`config.mk`:
```
export PLATFORM = sky130hd
export DESIGN_NAME = datapath_mc
export DESIGN_NICKNAME = d
export VERILOG_FILES = /design/src/rtl/datapath_mc.sv
export SDC_FILE = /design/constraint.sdc
export NUM_CORES = 1
export LEC_CHECK = 0
export BUFFER_PORTS_ARGS = -buffer_cell sky130_fd_sc_hd__buf_2
export CORE_MARGIN = 5
export CORE_UTILIZATION = 50
export CTS_BUF_LIST = sky130_fd_sc_hd__clkbuf_8
export DETAILED_ROUTE_END_ITERATION = 8
export PLACE_DENSITY = 0.77
export SKIP_LAST_GASP = 1
export SLEW_MARGIN = 20
export SYNTH_ARGS = -nofsm -noshare
export SYNTH_HDL_FRONTEND = slang
export SYNTH_SLANG_ARGS = --single-unit
```
`constraint.sdc`:
```
create_clock -name clock -period 7.7 [get_ports clock]
set_clock_uncertainty 0.2 [all_clocks]
set_input_delay 1.54 -clock clock [delete_from_list [all_inputs] [get_ports clock]]
set_output_delay 1.54 -clock clock [all_outputs]
set_load 0.02 [all_outputs]
```
`src/rtl/datapath_mc.sv`:
```
// Multi-cycle datapath: 16-entry register file, PC, and a RUN/MEM controller
// that holds a single memory request open until the memory acknowledges it.
module datapath_mc #(
  parameter int               WIDTH    = 16,
  parameter int               PC_STEP  = 2,
  parameter logic [WIDTH-1:0] RESET_PC = '0
) (
  input  logic             clock,
  input  logic             reset,
  input  logic [15:0]      instruction,
  input  logic             instr_valid,
  output logic             instr_ready,
  input  logic             reg_write,
  input  logic             reg_set,
  input  logic             reg_set_upper,
  input  logic             PC_select,
  input  logic             mem_read,
  input  logic             mem_write,
  output logic [WIDTH-1:0] alu_a,
  output logic [WIDTH-1:0] alu_b,
  input  logic [WIDTH-1:0] alu_result,
  output logic             mem_req,
  output logic             mem_we,
  input  logic             mem_ack,
  output logic [WIDTH-1:0] address,
  output logic [WIDTH-1:0] write_data,
  input  logic [WIDTH-1:0] read_data,
  output logic [WIDTH-1:0] PC
);

  typedef enum logic {RUN, MEM} state_t;

  state_t           r_state, w_stateNext;
  logic [WIDTH-1:0] r_regs [16];
  logic [WIDTH-1:0] r_pc, r_memAddr, r_memData;
  logic [3:0]       r_memZ;
  logic             r_memWe;

  logic [3:0]       w_x, w_y, w_z;
  logic [7:0]       w_imm;
  logic [WIDTH-1:0] w_regX, w_regY, w_setVal, w_wrData, w_pcNext;
  logic [3:0]       w_wrAddr;
  logic             w_wrEn, w_pcEn, w_accept, w_isMem, w_unused;

  assign w_x      = instruction[11:8];
  assign w_y      = instruction[7:4];
  assign w_z      = instruction[3:0];
  assign w_imm    = instruction[11:4];
  assign w_unused = ^instruction[15:12];

  // r0 is never written, so a plain read always returns 0 for it
  assign w_regX   = r_regs[w_x];
  assign w_regY   = r_regs[w_y];
  assign w_accept = instr_valid && (r_state == RUN);
  assign w_isMem  = mem_read || mem_write;

  always_comb begin
    w_stateNext = r_state;
    case (r_state)
      RUN: if (w_accept && w_isMem) w_stateNext = MEM;
      MEM: if (mem_ack)             w_stateNext = RUN;
      default:                      w_stateNext = RUN;
    endcase
  end

  always_ff @(posedge clock) begin
    if (reset) r_state <= RUN;
    else       r_state <= w_stateNext;
  end

  always_comb begin
    w_wrEn          = 1'b0;
    w_wrAddr        = w_z;
    w_wrData        = alu_result;
    w_pcEn          = 1'b0;
    w_pcNext        = r_pc + WIDTH'(PC_STEP);
    w_setVal        = r_regs[w_z];
    w_setVal[15:8]  = w_imm;
    if (r_state == RUN) begin
      if (w_accept && !w_isMem) begin
        w_pcEn = 1'b1;
        if (PC_select) w_pcNext = w_regX;
        w_wrEn = reg_set || reg_write;
        if (reg_set)
          w_wrData = reg_set_upper ? w_setVal : {{(WIDTH-8){1'b0}}, w_imm};
      end
    end else if (mem_ack) begin
      w_pcEn   = 1'b1;
      w_wrEn   = !r_memWe;
      w_wrAddr = r_memZ;
      w_wrData = read_data;
    end
  end

  always_ff @(posedge clock) begin
    if (reset) begin
      r_pc      <= RESET_PC;
      r_memAddr <= '0;
      r_memData <= '0;
      r_memZ    <= '0;
      r_memWe   <= 1'b0;
      for (int i = 0; i < 16; i++) r_regs[i] <= '0;
    end else begin
      if (w_pcEn) r_pc <= w_pcNext;
      if (w_wrEn && (w_wrAddr != 4'd0)) r_regs[w_wrAddr] <= w_wrData;
      // A simultaneous read+write request is treated as a store
      if (w_accept && w_isMem) begin
        r_memAddr <= w_regX;
        r_memData <= w_regY;
        r_memZ    <= w_z;
        r_memWe   <= mem_write;
      end
    end
  end

  assign instr_ready = (r_state == RUN);
  assign mem_req     = (r_state == MEM);
  assign mem_we      = (r_state == MEM) && r_memWe;
  assign address     = (r_state == MEM) ? r_memAddr : '0;
  assign write_data  = (r_state == MEM) ? r_memData : '0;
  assign alu_a       = w_regX;
  assign alu_b       = w_regY;
  assign PC          = r_pc;

endmodule

```
After elaboration in Yosys (flattened, before gate mapping)
Memories as Yosys holds them, arrays and structs flattened.
Index checks and enable logic that the tools add are counted.
- output and inout port bits: 83
- logic and storage cells: 49
- bits in read-only memories: 0
- latch bits: 0
- flip-flop bits (word level): 54
- memories kept: 1
- memory bits (writable): 256
- equality and inequality tests: 0
- bitwise logic cells: 1
- mux-type cells: 29
- shift-type cells: 0
- div/mod/pow operators: 0
- add/subtract/negate cells: 1
- reductions and logical operators: 11
- magnitude comparators: 0
- multiply operators: 0
- memories (name ; depth ; width ; read ports ; clocked after memory_dff ; wr ports ; line ; RTL):
    r_regs ; 16 ; 16 ; 3 ; 0 ; 16 ; 34 ; logic [WIDTH-1:0] r_regs [16];
- operators by type and width (kind ; number):
    $mux 16 ; 11
    $add 16x2->16 const B ; 1
    $reduce_or 16->1 ; 1
    $mux 1 ; 14
    $mux 4 ; 3
    $logic_and 1x1->1 ; 5
    $reduce_bool 4->1 ; 1
    $logic_not 1->1 ; 2
    $logic_or 1x1->1 ; 2
    $pmux 1 s2 ; 1
    $not 1->1 ; 1

Logic depth before layout (Yosys ltp)
- depth in word-level cells: 11
- gate-level depth with buffers: 10
- depth with buffers taken out: 6

Worst setup path before layout
No wires, ideal clock.
- kind: input to output
- start: in instruction[5]
- end: out alu_b[10]
- setup slack: 2877 ps
- data arrival time: 3083 ps
- required time: 5960 ps
- stages: 4
- cell sequence: clkbuf_1 clkbuf_1 mux4_2 mux4_2
- cells in the longest elaborated chain, start to end: 1
- RTL lines (element ; line ; RTL):
    start: declaration ; 10 ; input logic [15:0] instruction,
    $mem_v2 16x16 ; -- ;
    end: declaration ; 20 ; output logic [WIDTH-1:0] alu_b,
No other way between the ends.

Worst setup path after layout
- start: in instruction[8]
- end: out alu_a[7]
- cells in the longest elaborated chain, start to end: 1
- RTL lines (element ; line ; RTL):
    $mem_v2 16x16 ; -- ;
    end: declaration ; 19 ; output logic [WIDTH-1:0] alu_a,
No other way between the ends.

==> flow_metrics.tcl <==
set metrics [dict create \
    status "finished clean" \
    grt_max_degree 63 \
    fin_crit_sh_pct 77.7 \
    max_cap_viol_count 0 \
    r2r-end "r_regs[15][2]" \
    path_depth 6 \
    hp-class "reg2reg" \
    path_cells "buf_4 -> mux4_2 -> mux2_2 -> o21ai_0 -> inv_1 -> buf_2" \
    post_synth.cell_area_avg_sq_um 13.1 \
    grt.overflow.total 0 \
    dieHeight_um 197 \
    die_x_um 197 \
    crit_type "in2out" \
    cp_slowest_cell "o21ai_0" \
    r2r_start "mem_req" \
    nNetsFinal 1528 \
    p_per_area_mw_per_mm2 195 \
    num_rows 68 \
    synth_area_leaders "edfxtp_1 (44%), mux4_2 (20%), dfxtp_1 (6.2%)" \
    ys.flop_type "edfxtp_1" \
    drive_gt1_share_pct 30.9 \
    synth_xor_area_share_pct 0.0500 \
    critical_path_required_ns 5.96 \
    yosysMostFrequentCell "edfxtp_1" \
    ys_seq_area_share_pct 50.0 \
    synth_cells 1341 \
    synth_common_cells "edfxtp_1 (256), mux4_2 (155), nor2_1 (148)" \
    n_antenna_cell 0 \
    synthArstFlopShare_pct 0 \
    cp_top_family "buffers and inverters" \
    slew_viol_final 0 \
    cp.buffers_inverters 3 \
    numCtsBuffers 48 \
    drt_iter0_markers 1971 \
    wire_per_inst_um 28.8 \
    finalHoldViolCount 0 \
    ios 141 \
    muxShareOfSynthArea_pct 23.7 \
    via_per_inst 6.92 \
    areaGrowthSynthToFinish_pct 10.8 \
    insertion_delay_ns 0.58 \
    htree_levels 2 \
    max_freq_ghz 0.167 \
    gp_congestion 0.923 \
    grt_usage_pct 28.7 \
    cts_setup_buffers 0 \
    dp_hpwl_mm 36.0 \
    first_pass_iters 8 \
    synth-seq-cells 310 \
    worst_setup_path_end_kind "output port" \
    final_area_sq_mm 0.0194 \
    via_count 13600 \
    synthesis.area_sq_mm 0.0175 \
    fillCellCount 2773 \
    cp-endpoint "alu_a[7]" \
    worst_slew_pin_slew_ns 1.12 \
    cp_slowest_stage_delay_ns 0.86 \
    clock_path_buffers 3 \
    grt_antenna_before_repair 0 \
    cts-resized-gates 0 \
    clkTransAtPathRegs_ns 0.07 \
    drc 0 \
    start_util_pct 50.7 \
    power_leakage_nw 7.14 \
    synth_edf_count 256 \
    dieArea_sq_mm 0.0389 \
    cts_sinks 310 \
    rsz0062_at_grt "no" \
    yosys.area_share.adder_pct 0.0714 \
    setup_violations 0 \
    grt_pass1_vias 13300 \
    dpl-instance-area_sq_mm 0.0186 \
    ys_types 63 \
    ir_drop_mv 0.141 \
    core-area_sq_mm 0.0345 \
    cts_tree "built" \
    yosysTopAreaCell "edfxtp_1" \
    period_minus_slack_ns 5.98 \
    ys_warn_count 0 \
    root_buffer "clkbuf_8" \
    grt_first_pass_wirelength_mm 83.5 \
    critPathArrivalTime_ns 4.24 \
    synth_top_family_by_area "multiplexers" \
    crit_path_start_kind "input port" \
    reg2reg_slack_ns 4.03 \
    io_buffers 136 \
    synthSimpleGateAreaFrac_pct 13.4 \
    ant_nets 0 \
    hold_buffers 0 \
    slew-limit-headroom_pct 24.8 \
    worstRegToRegCells 7 \
    cp_max_fo 36 \
    wirelength_mm 56.5 \
    synth_compound_area_share_pct 8.92 \
    fin_tns_setup_ns 0 \
    yosysTopAreaCellShare_pct 43.9 \
    startpoint "instruction[8]" \
    holdWs_ns 0.251 \
    finalPower_mw 3.78 \
]
power breakdown:
| group | internal (mW) | switching, mW |
|---|---|---|
| registers | 1.88 | 0.0432 |
| logic | 0.232 | 0.390 |
| clock network | 0.586 | 0.646 |
| total | 2.70 | 1.08 |
worst min-delay path, cell delays in order, from the launching register on:
cell     delay [ns]
dfxtp_1        0.32
nand2_1        0.04
o21ai_0        0.06
layout by cell type (no fill, tap or decap), types with 7 or more instances in the layout:
cell,n
a211oi_1,12
a21oi_1,70
a22o_1,29
a22oi_1,22
a31oi_2,7
and2_1,45
buf_2,133
buf_4,48
clkbuf_8,48
clkinv_1,14
clkinv_2,9
conb_1,16
dfxtp_1,53
edfxtp_1,256
inv_1,29
mux2_2,30
mux2i_1,20
mux4_2,155
nand2_1,79
nand2b_1,18
nand3_1,11
nand4_1,9
nor2_1,147
nor2b_1,23
nor3_1,89
nor4b_4,8
o21ai_0,28
o22ai_1,10
worst min path at each step:
stage                         end  slack [ns]     startpoint  cells past startpoint
finish               r_memAddr[8]        0.25   r_memAddr[8]                      2
global route         r_memAddr[7]        0.28   r_memAddr[7]                      2
CTS                  r_memAddr[8]        0.25   r_memAddr[8]                      2
detailed placement   r_memAddr[9]        0.24   r_memAddr[9]                      2
global placement     r_memAddr[8]        0.22   r_memAddr[8]                      2
floorplan           r_memAddr[13]        0.22  r_memAddr[13]                      2
metal layers:
layer | track usage [%] | wire length, um
met2 | 44.7 | 25800
met5 | 0 | 0
met3 | 8.99 | 9160
met1 | 36.7 | 18300
met4 | 13.9 | 3250
cell families (layout without fill, tap and decap cells):
family	count (synthesis)	in the layout
other	1	16
multiplexers	210	210
adder cells (fa/ha/maj)	1	1
buffers and inverters	134	284
XOR/XNOR	1	1
AND/OR/NAND/NOR	457	457
AO/OA/AOI/OAI	227	227
flip-flops	310	310
stage by stage:
| stage | worst slack, ns | cells | utilization (%) |
|---|---|---|---|
| after floorplan | 2.88 | 1356 | - |
| after global routing | 1.54 | 1961 | 56.3 |
| final | 1.72 | 1961 | 56.3 |
| after global placement | 1.78 | 1874 | 53.8 |
| after CTS | 1.73 | 1961 | 56.2 |
| after detailed placement | 1.73 | 1874 | 53.8 |
cell type report:
cell class / instances / area, sq um / share of cell area, %
Clock buffer: 48 / 661 / 3.40
Clock inverter: 39 / 174 / 0.895
Inverter: 16 / 60.1 / 0.309
Multi-Input combinational cell: 912 / 8170 / 42.1
Sequential cell: 310 / 8770 / 45.1
Tap cell: 455 / 569 / 2.93
Timing Repair Buffer: 181 / 1030 / 5.28
sequential cells by signal, indices dropped and copies added (netlist names):
name / flops
r_memData: 16
r_memWe: 1
r_memZ: 4
PC: 16
r_regs: 256
r_memAddr: 16
mem_req: 1
Power figures use the tool's default switching activity.
